==> config.mk <==
export PLATFORM = sky130hd
export DESIGN_NAME = tport_capture
export DESIGN_NICKNAME = d
export VERILOG_FILES = /design/src/rtl/tport_pkg.sv /design/src/rtl/sync_fifo.sv /design/src/rtl/tport_capture.sv
export SDC_FILE = /design/constraint.sdc
export NUM_CORES = 1
export LEC_CHECK = 0
export ABC_AREA = 0
export BUFFER_PORTS_ARGS = -buffer_cell sky130_fd_sc_hd__buf_4
export CAP_MARGIN = 30
export CORE_UTILIZATION = 50
export CTS_CLUSTER_DIAMETER = 150
export CTS_CLUSTER_SIZE = 24
export DETAILED_ROUTE_END_ITERATION = 7
export PLACE_DENSITY = 0.72
export SKIP_LAST_GASP = 1
export SYNTH_ARGS = -nofsm -noshare
export SYNTH_HDL_FRONTEND = slang
export SYNTH_HIERARCHICAL = 1
export SYNTH_SLANG_ARGS = --single-unit
==> constraint.sdc <==
create_clock -name clk -period 6.79 [get_ports clk]
set_input_delay 0 -clock clk [delete_from_list [all_inputs] [get_ports clk]]
set_output_delay 0 -clock clk [all_outputs]
set_load 0.03 [all_outputs]
==> src/rtl/tport_pkg.sv <==
// Shared constants, FSM state type and byte-order helper for the test-port capture block.
package tport_pkg;

  localparam logic [29:0] DEF_TEST_PORT = 30'h3FF;
  localparam logic [31:0] DEF_BEGIN_SYM = 32'h0000_0168;
  localparam logic [31:0] DEF_END_SYM   = 32'hFFFF_FD5D;

  typedef enum logic [1:0] {
    IDLE    = 2'd0,
    CAPTURE = 2'd1,
    DONE    = 2'd2
  } state_t;

  // Bus data is little-endian; the checker wants the most significant byte first.
  function automatic logic [31:0] byte_swap(input logic [31:0] w);
    return {w[7:0], w[15:8], w[23:16], w[31:24]};
  endfunction

endpackage

==> src/rtl/sync_fifo.sv <==
// Single-clock FIFO with wrap-bit pointers; a push into a full FIFO is accepted only
// when a pop frees the head slot in the same cycle.
module sync_fifo #(
  parameter int WIDTH = 33,
  parameter int DEPTH = 8
) (
  input  logic             clk,
  input  logic             rst,
  input  logic             push,
  input  logic [WIDTH-1:0] push_data,
  input  logic             pop,
  output logic [WIDTH-1:0] pop_data,
  output logic             full,
  output logic             empty
);

  localparam int AW = $clog2(DEPTH);

  logic [AW:0]      wr_ptr;
  logic [AW:0]      rd_ptr;
  logic [WIDTH-1:0] mem [DEPTH];
  logic             do_pop;
  logic             do_push;

  assign empty   = (wr_ptr == rd_ptr);
  assign full    = (wr_ptr[AW] != rd_ptr[AW]) && (wr_ptr[AW-1:0] == rd_ptr[AW-1:0]);
  assign do_pop  = pop && !empty;
  assign do_push = push && (!full || do_pop);

  // Head is forced to zero when empty so the stream outputs read 0 out of reset.
  assign pop_data = empty ? '0 : mem[rd_ptr[AW-1:0]];

  // Pointer advance on accepted push/pop.
  always_ff @(posedge clk or negedge rst) begin
    if (!rst) begin
      wr_ptr <= '0;
      rd_ptr <= '0;
    end else begin
      if (do_push) wr_ptr <= wr_ptr + 1'b1;
      if (do_pop)  rd_ptr <= rd_ptr + 1'b1;
    end
  end

  // Storage write; when full with a pop this overwrites the slot being read out.
  always_ff @(posedge clk) begin
    if (do_push) mem[wr_ptr[AW-1:0]] <= push_data;
  end

endmodule

==> src/rtl/tport_capture.sv <==
// Test-port store capture: de-duplicates stalled stores, frames a session between the
// begin/end symbols, buffers byte-swapped words and exports session statistics.
module tport_capture
  import tport_pkg::*;
#(
  parameter logic [29:0] TEST_PORT = DEF_TEST_PORT,
  parameter logic [31:0] BEGIN_SYM = DEF_BEGIN_SYM,
  parameter logic [31:0] END_SYM   = DEF_END_SYM,
  parameter int          DEPTH     = 8
) (
  input  logic        clk,
  input  logic        rst,
  input  logic [29:0] addr,
  input  logic [31:0] data,
  input  logic        wen,
  input  logic        tp_ready,
  output logic        tp_valid,
  output logic [31:0] tp_data,
  output logic        tp_last,
  output logic        active,
  output logic        done,
  output logic [9:0]  word_cnt,
  output logic [15:0] cycles,
  output logic        overflow
);

  // Stream handshake: a word transfers on every cycle where tp_valid && tp_ready;
  // while tp_valid is high and tp_ready low, tp_data/tp_last stay unchanged.

  state_t      state;
  logic        wen_q;
  logic [29:0] addr_q;
  logic [31:0] data_q;
  logic [31:0] rd;
  logic        store_evt;
  logic        push_req;
  logic        push_ok;
  logic        push_drop;
  logic        pop;
  logic        fifo_full;
  logic        fifo_empty;
  logic [32:0] head;

  assign rd        = byte_swap(data);
  assign store_evt = wen && (addr == TEST_PORT) &&
                     (!wen_q || (addr != addr_q) || (data != data_q));
  assign pop       = tp_valid && tp_ready;
  assign push_req  = (state == CAPTURE) && store_evt;
  assign push_ok   = push_req && (!fifo_full || pop);
  assign push_drop = push_req && fifo_full && !pop;

  assign tp_valid = !fifo_empty;
  assign tp_data  = head[31:0];
  assign tp_last  = head[32];

  // Previous-cycle bus snapshot for the stall de-duplication compare.
  always_ff @(posedge clk or negedge rst) begin
    if (!rst) begin
      wen_q  <= 1'b0;
      addr_q <= '0;
      data_q <= '0;
    end else begin
      wen_q  <= wen;
      addr_q <= addr;
      data_q <= data;
    end
  end

  // Session FSM with registered status flags, counters and the sticky overflow.
  always_ff @(posedge clk or negedge rst) begin
    if (!rst) begin
      state    <= IDLE;
      active   <= 1'b0;
      done     <= 1'b0;
      word_cnt <= '0;
      cycles   <= '0;
      overflow <= 1'b0;
    end else begin
      case (state)
        IDLE: begin
          if (store_evt && (rd == BEGIN_SYM)) begin
            state    <= CAPTURE;
            active   <= 1'b1;
            word_cnt <= '0;
            cycles   <= '0;
          end
        end
        CAPTURE: begin
          if (cycles != 16'hFFFF) cycles <= cycles + 16'd1;
          if (push_ok && (word_cnt != 10'h3FF)) word_cnt <= word_cnt + 10'd1;
          if (push_drop) overflow <= 1'b1;
          // The end symbol closes the session even when its push was dropped.
          if (push_req && (rd == END_SYM)) begin
            state  <= DONE;
            active <= 1'b0;
            done   <= 1'b1;
          end
        end
        DONE: begin
          state <= DONE;
        end
        default: begin
          state <= IDLE;
        end
      endcase
    end
  end

  sync_fifo #(
    .WIDTH (33),
    .DEPTH (DEPTH)
  ) u_fifo (
    .clk       (clk),
    .rst       (rst),
    .push      (push_ok),
    .push_data ({(rd == END_SYM), rd}),
    .pop       (pop),
    .pop_data  (head),
    .full      (fifo_full),
    .empty     (fifo_empty)
  );

endmodule

==> results.py, run 1 <==
metrics = {
    "outcome": {
        "status": "finished, final reports clean",
    },
    "place": {
        "dp_cells": 1410,
        "place_hpwl_mm": 21.1,
        "dpl-instance-area_um2": 16700,
        "gp_congestion": 0.872,
        "port_buffers": 128,
        "dp_slack_ns": 3.52,
    },
    "final_layout": {
        "n_antenna_cell": 0,
        "stdcell_count": 1513,
        "seqCellArea_um2": 10500,
        "drive_gt1_share_pct": 24.1,
        "n_fill_cell": 2166,
        "utilization_pct": 60.3,
        "final_cell_area_um2": 18000,
        "multiInputGateArea_um2": 4580,
        "layout.nets": 1183,
        "areaGrowthSynthToFinish_pct": 18.0,
    },
    "timing": {
        "whs_ns": 0.140,
        "slew-limit-headroom_pct": 35.3,
        "worst_slew_pin_slew_ns": 0.963,
        "slew_violations": 0,
        "hold_violations": 0,
        "fin_worst_skew_ns": 0.0232,
        "fmax_mhz": 306,
        "fin_crit_ns": 3.27,
        "tns_ns": 0,
        "min_period_over_period_pct": 48.2,
        "setup_violations": 0,
        "setup_ws_ns": 3.52,
        "rsz0062_at_grt": "false",
    },
    "global_route": {
        "grt.overflow.total": 0,
        "grt_usage_pct": 22.1,
        "grt_pass1_vias": 9006,
        "grt_max_degree": 76,
        "grt_pass1_wl_mm": 51.9,
        "antenna_found_initial": 0,
    },
    "clock_tree": {
        "cts.htree.levels": 1,
        "worstSkewPairLatency_ns": 0.53,
        "clkSinkCount": 366,
        "cts_resized": 0,
        "cts_setup_buffers": 0,
        "cts_buffers": 19,
        "cts_root_buffer": "clkbuf_16",
        "clock_path_buffers": 3,
        "clkTransAtPathRegs_ns": 0.10,
        "cts_tree": "built",
    },
    "pwr": {
        "p_total_mw": 5.53,
        "p_comb_share_pct": 32.8,
        "intPower_mw": 3.78,
        "swShare_pct": 31.6,
        "p_leak_nw": 6.41,
        "p_clk_share_pct": 22.2,
        "power.density_nw_per_um2": 307,
        "vdd_drop_max_v": 0.000178,
        "power_switching_mw": 1.75,
        "power_frac_seq_pct": 45.0,
    },
    "synthesis": {
        "synthTopCellsByArea": "edfxtp_1 (52%), dfrtp_1 (17%), mux4_2 (9.7%)",
        "synth_cells": 913,
        "synth_ff_type": "edfxtp_1",
        "yosysTopAreaCell": "edfxtp_1",
        "ys_seq_area_share_pct": 68.6,
        "synth-edff-count": 264,
        "netlist_area_um2": 15300,
        "ys_warn_count": 6,
        "synth_top_area_share_pct": 51.9,
        "async_reset_ff_share_pct": 27.9,
        "synth_cell_types": 71,
        "syn_nets": 985,
        "synth-seq-cells": 366,
        "synth.avg_cell_area_um2": 16.7,
    },
    "setup_path": {
        "reg2reg_depth": 7,
        "crit_type": "in -> reg",
        "rr_startpoint": "u_fifo/rd_ptr[0]",
        "startpoint_type": "input port",
        "crit_required_ns": 7.02,
        "critPathMaxFanout": 17,
        "end_kind": "flip-flop",
        "cp-startpoint": "addr[19]",
        "cp-endpoint": "u_fifo/mem[7][5]",
        "r2r-end": "u_fifo/mem[7][5]",
        "r2r_setup_slack_ns": 3.58,
        "worstPathArrival_ns": 3.50,
    },
    "hold_path": {
        "min-delay-start": "addr[4]",
        "holdCritPathClass": "in -> reg",
    },
    "floorplan": {
        "core_um2": 29900,
        "die_y_um": 177,
        "fp.dieW_um": 177,
        "boundaryPins": 129,
        "rows": 63,
        "dieArea_um2": 31300,
        "start_util_pct": 51.1,
    },
    "detailed_routing": {
        "drt_pass1_iterations": 4,
        "vias": 8841,
        "drt_iter0_markers": 710,
        "drc": 0,
        "vias_per_cell": 5.84,
        "ant_nets": 0,
        "post_drt_wl_per_cell_um": 22.5,
        "finalWirelength_mm": 34.0,
    },
    "job": {
        "maxCapViolCount": 0,
    },
}
cell type report:
type	instances	area share, %
clock buffers	31	2.89
well taps	390	2.71
repair buffers	213	10.3
inverters	17	0.354
multi-input cells	494	25.4
clock inverters	2	0.160
flip-flops and latches	366	58.2
flip-flops by register name (all words and copies together) (netlist names), 2 cells and up:
signal / flops
word_cnt: 10
addr_q: 30
cycles: 16
u_fifo/mem: 264
data_q: 32
u_fifo/rd_ptr: 4
state: 2
u_fifo/wr_ptr: 4
cell usage in the layout, fill, tap and decap left out, drive strengths merged, types with 5 or more instances in the layout:
cell         synthesis  final
a22o                 8      8
dfrtp              102    102
nand2               36     36
o21ai               15     15
edfxtp             264    264
nand4               43     43
nor2                50     50
ha                   6      6
mux2                 5      5
nand2b              35     35
a211oi               6      6
mux4                66     66
o211ai               7      7
xor2                 9      9
mux2i               43     43
nor3                11     11
or2                  5      5
clkbuf              14     31
nor4b                5      5
nand3               20     20
and3                 8      8
xnor2               49     49
inv                 17     19
buf                 22    147
dlygate4sd3          0     66
nor4                19     19
critical path, stage by stage:
cell and delay [ns]:
dlygate4sd3_1 0.55, buf_4 0.15, nor4_1 0.49, nand4_1 0.23
nor4_4 0.44, o21a_1 0.23, and3_1 0.29, nand4_1 0.25
nor2_4 0.60, buf_16 0.23
cell usage after synthesis (8+ instances only):
master,count
clkbuf_1,13
and3_1,8
xor2_1,9
mux2i_1,43
a22o_1,8
nor3_1,11
dfrtp_1,102
buf_2,13
nand3_1,18
o21ai_0,14
nand4_1,43
nor4_1,17
nor2_1,50
mux4_2,66
inv_1,17
edfxtp_1,264
xnor2_1,47
nand2b_1,34
nand2_1,36
logic make-up after synthesis:
kind of cell,count (synthesis),share of synthesized area (%)
AO/OA/AOI/OAI,66,3.60
buffers and inverters,53,1.71
adder cells (fa/ha/maj),6,0.491
XOR/XNOR,58,3.42
flip-flops,366,68.6
AND/OR/NAND/NOR,250,9.21
multiplexers,114,13.0
layer usage:
layer	global-route usage [%]	vias up	part of all wire, %
met1	29.1	4533	41
met2	38.3	291	52
met3	3.29	52	5.2
li1	-	3965	-
met5	0	-	0
met4	5.96	0	2.4
worst min path at each step:
stage	end	slack (ns)	cells past startpoint
2_1_floorplan	active	-0.30	0
3_3_place_gp	cycles[0]	-0.07	1
3_5_place_dp	cycles[0]	-0.07	1
4_1_cts	wen_q	0.12	2
5_1_grt	addr_q[6]	0.15	2
6_report	addr_q[4]	0.14	2
power groups by stage:
stage | combinational (mW) | clock [mW] | sequential, mW
5_1_grt | 1.93 | 1.32 | 2.50
3_5_place_dp | 1.77 | 0 | 2.54
6_report | 1.81 | 1.23 | 2.49
3_3_place_gp | 1.76 | 0 | 2.54
2_1_floorplan | 1.27 | 0 | 2.49
4_1_cts | 1.81 | 1.26 | 2.49
what timing repair did:
item,4_1_cts,5_1_grt
endpoints found under the setup margin,0,0
endpoints found under the hold margin,347,0
hold buffers,67,0
No activity file was read; power rests on OpenSTA's default activity.
==> run 2, diff against run 1 <==
ABC_AREA = 1   (was 0)
PLACE_DENSITY = 0.74   (was 0.72)
clock period = 2.7 ns   (was 6.79 ns; I/O delays follow)
==> results.py, run 2 <==
metrics = {
    "outcome": {
        "status": "finished, final reports clean",
    },
    "timing": {
        "min_period_over_period_pct": 95.7,
        "setup_violations": 0,
        "hold_violations": 0,
        "slew_violations": 0,
        "slew-limit-headroom_pct": 46.1,
        "rsz0062_at_grt": "false",
        "fin_crit_ns": 2.58,
        "fin_worst_skew_ns": 0.0232,
        "fmax_mhz": 387,
        "tns_ns": 0,
        "worst_slew_pin_slew_ns": 0.807,
        "whs_ns": 0.0930,
    },
    "clock_tree": {
        "cts.htree.levels": 1,
        "cts_root_buffer": "clkbuf_16",
        "worstSkewPairLatency_ns": 0.53,
        "cts_buffers": 19,
        "cts_tree": "built",
        "cts_setup_buffers": 0,
        "clkTransAtPathRegs_ns": 0.10,
        "clkSinkCount": 366,
        "clock_path_buffers": 3,
    },
    "pwr": {
        "vdd_drop_max_v": 0.000399,
        "power.density_nw_per_um2": 507,
        "p_total_mw": 9.79,
        "p_leak_nw": 7.85,
    },
    "synthesis": {
        "ys_seq_area_share_pct": 63.7,
        "netlist_area_um2": 16500,
        "synth-seq-cells": 366,
        "yosysTopAreaCell": "edfxtp_1",
        "async_reset_ff_share_pct": 27.9,
        "synth_top_area_share_pct": 48.2,
        "syn_nets": 1740,
        "synth-edff-count": 264,
        "ys_top_cells_by_count": "nor2_1 (327), nand2_1 (308), edfxtp_1 (264)",
        "yosysMostFrequentCell": "nor2_1",
        "synth_cells": 1668,
        "synth_ff_type": "edfxtp_1",
        "ys_warn_count": 6,
        "synthTopCellsByArea": "edfxtp_1 (48%), dfrtp_1 (16%), nor2_1 (7.5%)",
        "synth.avg_cell_area_um2": 9.87,
        "synth_cell_types": 40,
    },
    "setup_path": {
        "crit_type": "reg -> out",
        "end_kind": "primary output",
        "critPathMaxFanout": 132,
        "crit_required_ns": 2.70,
        "reg2reg_depth": 13,
        "startpoint_type": "flip-flop",
        "worstPathArrival_ns": 2.58,
    },
    "floorplan": {
        "fp.dieW_um": 183,
        "start_util_pct": 50.7,
        "core_um2": 32500,
        "rows": 66,
        "dieArea_um2": 33600,
        "boundaryPins": 129,
        "die_y_um": 183,
    },
    "final_layout": {
        "areaGrowthSynthToFinish_pct": 17.3,
        "largest_register_ffs": 264,
        "n_antenna_cell": 0,
        "final_common_cell": "nor2_1",
        "layout_common_cells": "nor2_1 (320), nand2_1 (307), edfxtp_1 (264)",
        "multiInputGateArea_um2": 5030,
        "n_fill_cell": 2692,
        "seqCellArea_um2": 10500,
        "layout.nets": 1927,
        "stdcell_count": 2310,
        "utilization_pct": 59.5,
        "drive_gt1_share_pct": 13.4,
    },
    "detailed_routing": {
        "drt_iter0_markers": 1306,
        "vias": 12400,
        "post_drt_wl_per_cell_um": 17.8,
        "drc": 0,
        "finalWirelength_mm": 41.2,
        "vias_per_cell": 5.36,
        "ant_nets": 0,
        "drt_pass1_iterations": 5,
    },
    "place": {
        "place_hpwl_mm": 27.1,
        "gp_congestion": 0.909,
        "port_buffers": 128,
        "dp_cells": 2211,
    },
    "global_route": {
        "grt_pass1_wl_mm": 64.4,
        "grt_max_degree": 133,
        "antenna_found_initial": 0,
        "grt_usage_pct": 24.7,
        "grt_pass1_vias": 12000,
        "grt.overflow.total": 0,
    },
    "hold_path": {
        "holdCritPathClass": "in -> async",
    },
    "job": {
        "maxCapViolCount": 0,
    },
}
-- run 2: cell types whose count changed in the layout (fill, tap and decap cells not counted), moves of 31 or more --
| cell | change |
|---|---|
| nor2_1 | +272 |
| inv_1 | +149 |
| o22ai_1 | +31 |
| xnor2_1 | -43 |
| mux2i_1 | -43 |
| nand2_1 | +271 |
| nand2b_1 | -34 |
| o21ai_1 | +34 |
| o21ai_0 | +151 |
| mux4_2 | -66 |
-- run 2: worst paths after layout --
kind | startpoint | endpoint | slack, ns
max in group asynchronous | rst | addr_q[12] | 1.88
min reg2reg | state[1] | state[1] | 0.49
min in group clk | addr[18] | addr_q[18] | 0.13
min | rst | cycles[0] | 0.09
max | u_fifo/rd_ptr[0] | tp_last | 0.12
max reg2reg | u_fifo/rd_ptr[0] | u_fifo/mem[3][19] | 0.17
-- run 2: cell type report --
class / count / area share, %
repair buffers: 228 / 10.4
flip-flops and latches: 366 / 54.3
inverters: 177 / 3.49
clock inverters: 2 / 0.149
clock buffers: 32 / 2.72
well taps: 442 / 2.87
multi-input cells: 1063 / 26.1
-- run 2: timing repair --
item / CTS / global route
endpoints found under the setup margin: 23 / 139
hold buffers: 65 / 0
cloned: 0 / 0
gates resized for setup: 4 / 6
endpoints found under the hold margin: 379 / 0
-- run 2: logic make-up after synthesis --
group | share of synthesized area (%)
AND/OR/NAND/NOR | 19.4
adder cells (fa/ha/maj) | 0.456
XOR/XNOR | 0.798
flip-flops | 63.7
AO/OA/AOI/OAI | 9.52
buffers and inverters | 6.11
-- run 2: critical path, cell delays in order, from the launching register on --
cell and delay, ns:
dfrtp_4 0.49, buf_12 0.37, nor2_1 0.10, nor2_1 0.11, o21ai_0 0.10, o21ai_0 0.09
o21ai_0 0.09, nor2_1 0.31, buf_4 0.23
-- run 2: routing by layer --
layer  GRT usage (%)  wire, um  vias up
met5               0         0        -
met2            40.4     19500      502
met3            3.23      3000       57
met1            34.9     17800     5857
li1                -         -     5955
met4            6.37       857        0
-- run 2: through the flow --
| step | worst slack, ns | area (um2) |
|---|---|---|
| after floorplan | -0.132 | 16500 |
| after global placement | 0.180 | 18100 |
| after detailed placement | 0.0532 | 18100 |
| after CTS | -0.00891 | 19300 |
| after global routing | 0.00713 | 19300 |
| final | 0.116 | 19300 |
-- run 2: power breakdown --
group,internal (mW),switching [mW]
Sequential,6.07,0.0263
Combinational,0.213,0.354
Clock,1.37,1.75
==> run 3, diff against run 2 <==
SKIP_LAST_GASP = unset   (was 1)
SYNTH_HIERARCHICAL = unset   (was 1)
clock period = 2.1 ns   (was 2.7 ns; I/O delays follow)
==> results.py, run 3 <==
metrics = {
    "outcome": {
        "status": "complete, but fails checks",
        "failed_checks": "negative setup slack",
    },
    "timing": {
        "fin_worst_skew_ns": 0.0292,
        "rsz0062_at_grt": "true",
        "fmax_mhz": 406,
        "worst_slew_pin_slew_ns": 0.797,
        "slew_violations": 0,
        "hold_violations": 0,
        "setup_ws_ns": -0.366,
        "min_period_over_period_pct": 117,
        "setup_violations": 299,
        "fin_crit_ns": 2.47,
        "slew-limit-headroom_pct": 46.7,
    },
    "floorplan": {
        "boundaryPins": 129,
        "rows": 65,
        "core_um2": 31600,
        "start_util_pct": 50.8,
        "die_y_um": 181,
        "dieArea_um2": 32900,
        "fp.dieW_um": 181,
    },
    "detailed_routing": {
        "drc": 0,
        "post_drt_wl_per_cell_um": 21.3,
        "ant_nets": 0,
        "drt_iter0_markers": 1591,
        "vias_per_cell": 5.72,
        "drt_pass1_iterations": 5,
        "finalWirelength_mm": 48.5,
        "vias": 13000,
    },
    "final_layout": {
        "stdcell_count": 2277,
        "layout_common_cells": "nor2_1 (288), nand2_1 (275), edfxtp_1 (264)",
        "drive_gt1_share_pct": 18.3,
        "layout.nets": 1935,
        "areaGrowthSynthToFinish_pct": 27.6,
        "n_antenna_cell": 0,
        "largest_register_ffs": 264,
        "final_cell_area_um2": 20500,
        "final_common_cell": "nor2_1",
    },
    "synthesis": {
        "syn_nets": 1658,
        "netlist_area_um2": 16100,
        "synthTopCellsByArea": "edfxtp_1 (49%), dfrtp_1 (16%), nor2_1 (6.7%)",
        "ys_warn_count": 0,
        "synth_top_area_share_pct": 49.3,
        "synth.avg_cell_area_um2": 10.1,
        "ys_top_cells_by_count": "nor2_1 (289), nand2_1 (279), edfxtp_1 (264)",
        "synth_cells": 1586,
        "yosysTopAreaCell": "edfxtp_1",
        "synth-edff-count": 264,
        "synth-seq-cells": 366,
        "yosysMostFrequentCell": "nor2_1",
        "ys_seq_area_share_pct": 65.2,
        "async_reset_ff_share_pct": 27.9,
        "synth_cell_types": 46,
        "synth_ff_type": "edfxtp_1",
    },
    "pwr": {
        "vdd_drop_max_v": 0.000633,
        "p_leak_nw": 8.42,
        "power.density_nw_per_um2": 1020,
    },
    "clock_tree": {
        "worstSkewPairLatency_ns": 0.53,
        "cts.htree.levels": 1,
        "cts_tree": "built",
        "cts_root_buffer": "clkbuf_16",
        "clkSinkCount": 366,
        "clock_path_buffers": 3,
        "cts_buffers": 19,
        "clkTransAtPathRegs_ns": 0.10,
    },
    "global_route": {
        "grt_pass1_wl_mm": 70.5,
        "grt.overflow.total": 0,
        "grt_usage_pct": 28.3,
        "grt_pass1_vias": 12500,
        "grt_max_degree": 68,
        "antenna_found_initial": 0,
    },
    "place": {
        "port_buffers": 128,
        "gp_congestion": 0.945,
        "dpl-instance-area_um2": 18100,
        "dp_slack_ns": -0.0591,
        "place_hpwl_mm": 26.1,
        "dp_cells": 2119,
    },
    "setup_path": {
        "crit_required_ns": 2.10,
        "rr_startpoint": "u_fifo.rd_ptr[0]",
        "worstPathArrival_ns": 2.47,
        "end_kind": "primary output",
        "critPathMaxFanout": 8,
        "cp-startpoint": "u_fifo.rd_ptr[0]",
        "startpoint_type": "flip-flop",
        "crit_type": "reg -> out",
    },
    "job": {
        "maxCapViolCount": 0,
    },
    "hold_path": {
        "min-delay-start": "addr[24]",
        "holdCritPathClass": "in -> reg",
    },
}
## run 3: worst paths after layout
check                      slack [ns]  cells after the start           endpoint
min in group asynchronous        0.04                      3             active
hold / removal                   0.03                      6           overflow
hold reg to reg                  0.48                      2           state[1]
max in group asynchronous        0.77                      3   u_fifo.rd_ptr[0]
setup / recovery                -0.37                      9            tp_last
setup reg to reg                -0.30                     14  u_fifo.mem[3][23]
## run 3: final cells by class
| cell class | count | area [um2] |
|---|---|---|
| fill | 2321 | 11100 |
| sequential | 366 | 10500 |
| multi-input combinational | 991 | 4880 |
| timing repair buffer | 316 | 3430 |
| inverter | 169 | 662 |
| clock buffer | 31 | 520 |
| tap | 402 | 503 |
| clock inverter | 2 | 28.8 |
## run 3: critical path, stage by stage (launching register included)
cell      delay, ns
dfrtp_4        0.55
clkinv_8       0.08
nand2_2        0.04
nand4_1        0.14
nor2_2         0.08
nand2_4        0.10
buf_4          0.22
o21ai_0        0.18
a31oi_1        0.32
buf_4          0.23
## run 3: kinds of logic (layout without fill, tap and decap cells)
logic type / Yosys count / count (layout) / synth area share [%]
fa+ha+maj: 6 / 6 / 0.467
flops: 366 / 366 / 65.2
xor+xnor: 21 / 21 / 1.19
buf+inv: 229 / 518 / 5.56
simple gates: 688 / 688 / 18.0
compound gates: 276 / 276 / 9.56
## run 3: power by group
part	total, mW	internal [mW]	switching (mW)
clock	4.04	1.75	2.29
combinational	9.00	3.39	5.61
sequential	7.97	7.86	0.113
## run 3: routing by layer
metal	GRT usage, %	vias to the layer above	share of wire [%]
met4	8.54	0	4.0
met5	0	-	0
met2	48.0	730	48
met1	37.6	6248	38
li1	-	5922	-
met3	4.25	130	10
## run 3: repair_timing
action	4_1_cts	5_1_grt
endpoints found under the hold margin	424	0
cloned	17	9
gates resized for setup	54	43
setup buffers	29	9
pin swaps	7	9
setup endpoints to repair	228	326
hold buffers	67	0
## run 3: stage by stage
step	total power, mW	TNS (ns)	util (%)	hold WS [ns]
4_1_cts	20.3	-43.36	64.0	0.0280
6_report	21.0	-61.62	64.8	0.0323
5_1_grt	21.7	-89.71	64.8	0.0277
3_5_place_dp	15.1	-4.73	57.1	0.0160
3_3_place_gp	15.0	-0.714	57.1	0.0108
2_1_floorplan	12.6	-116.53	-	-0.296
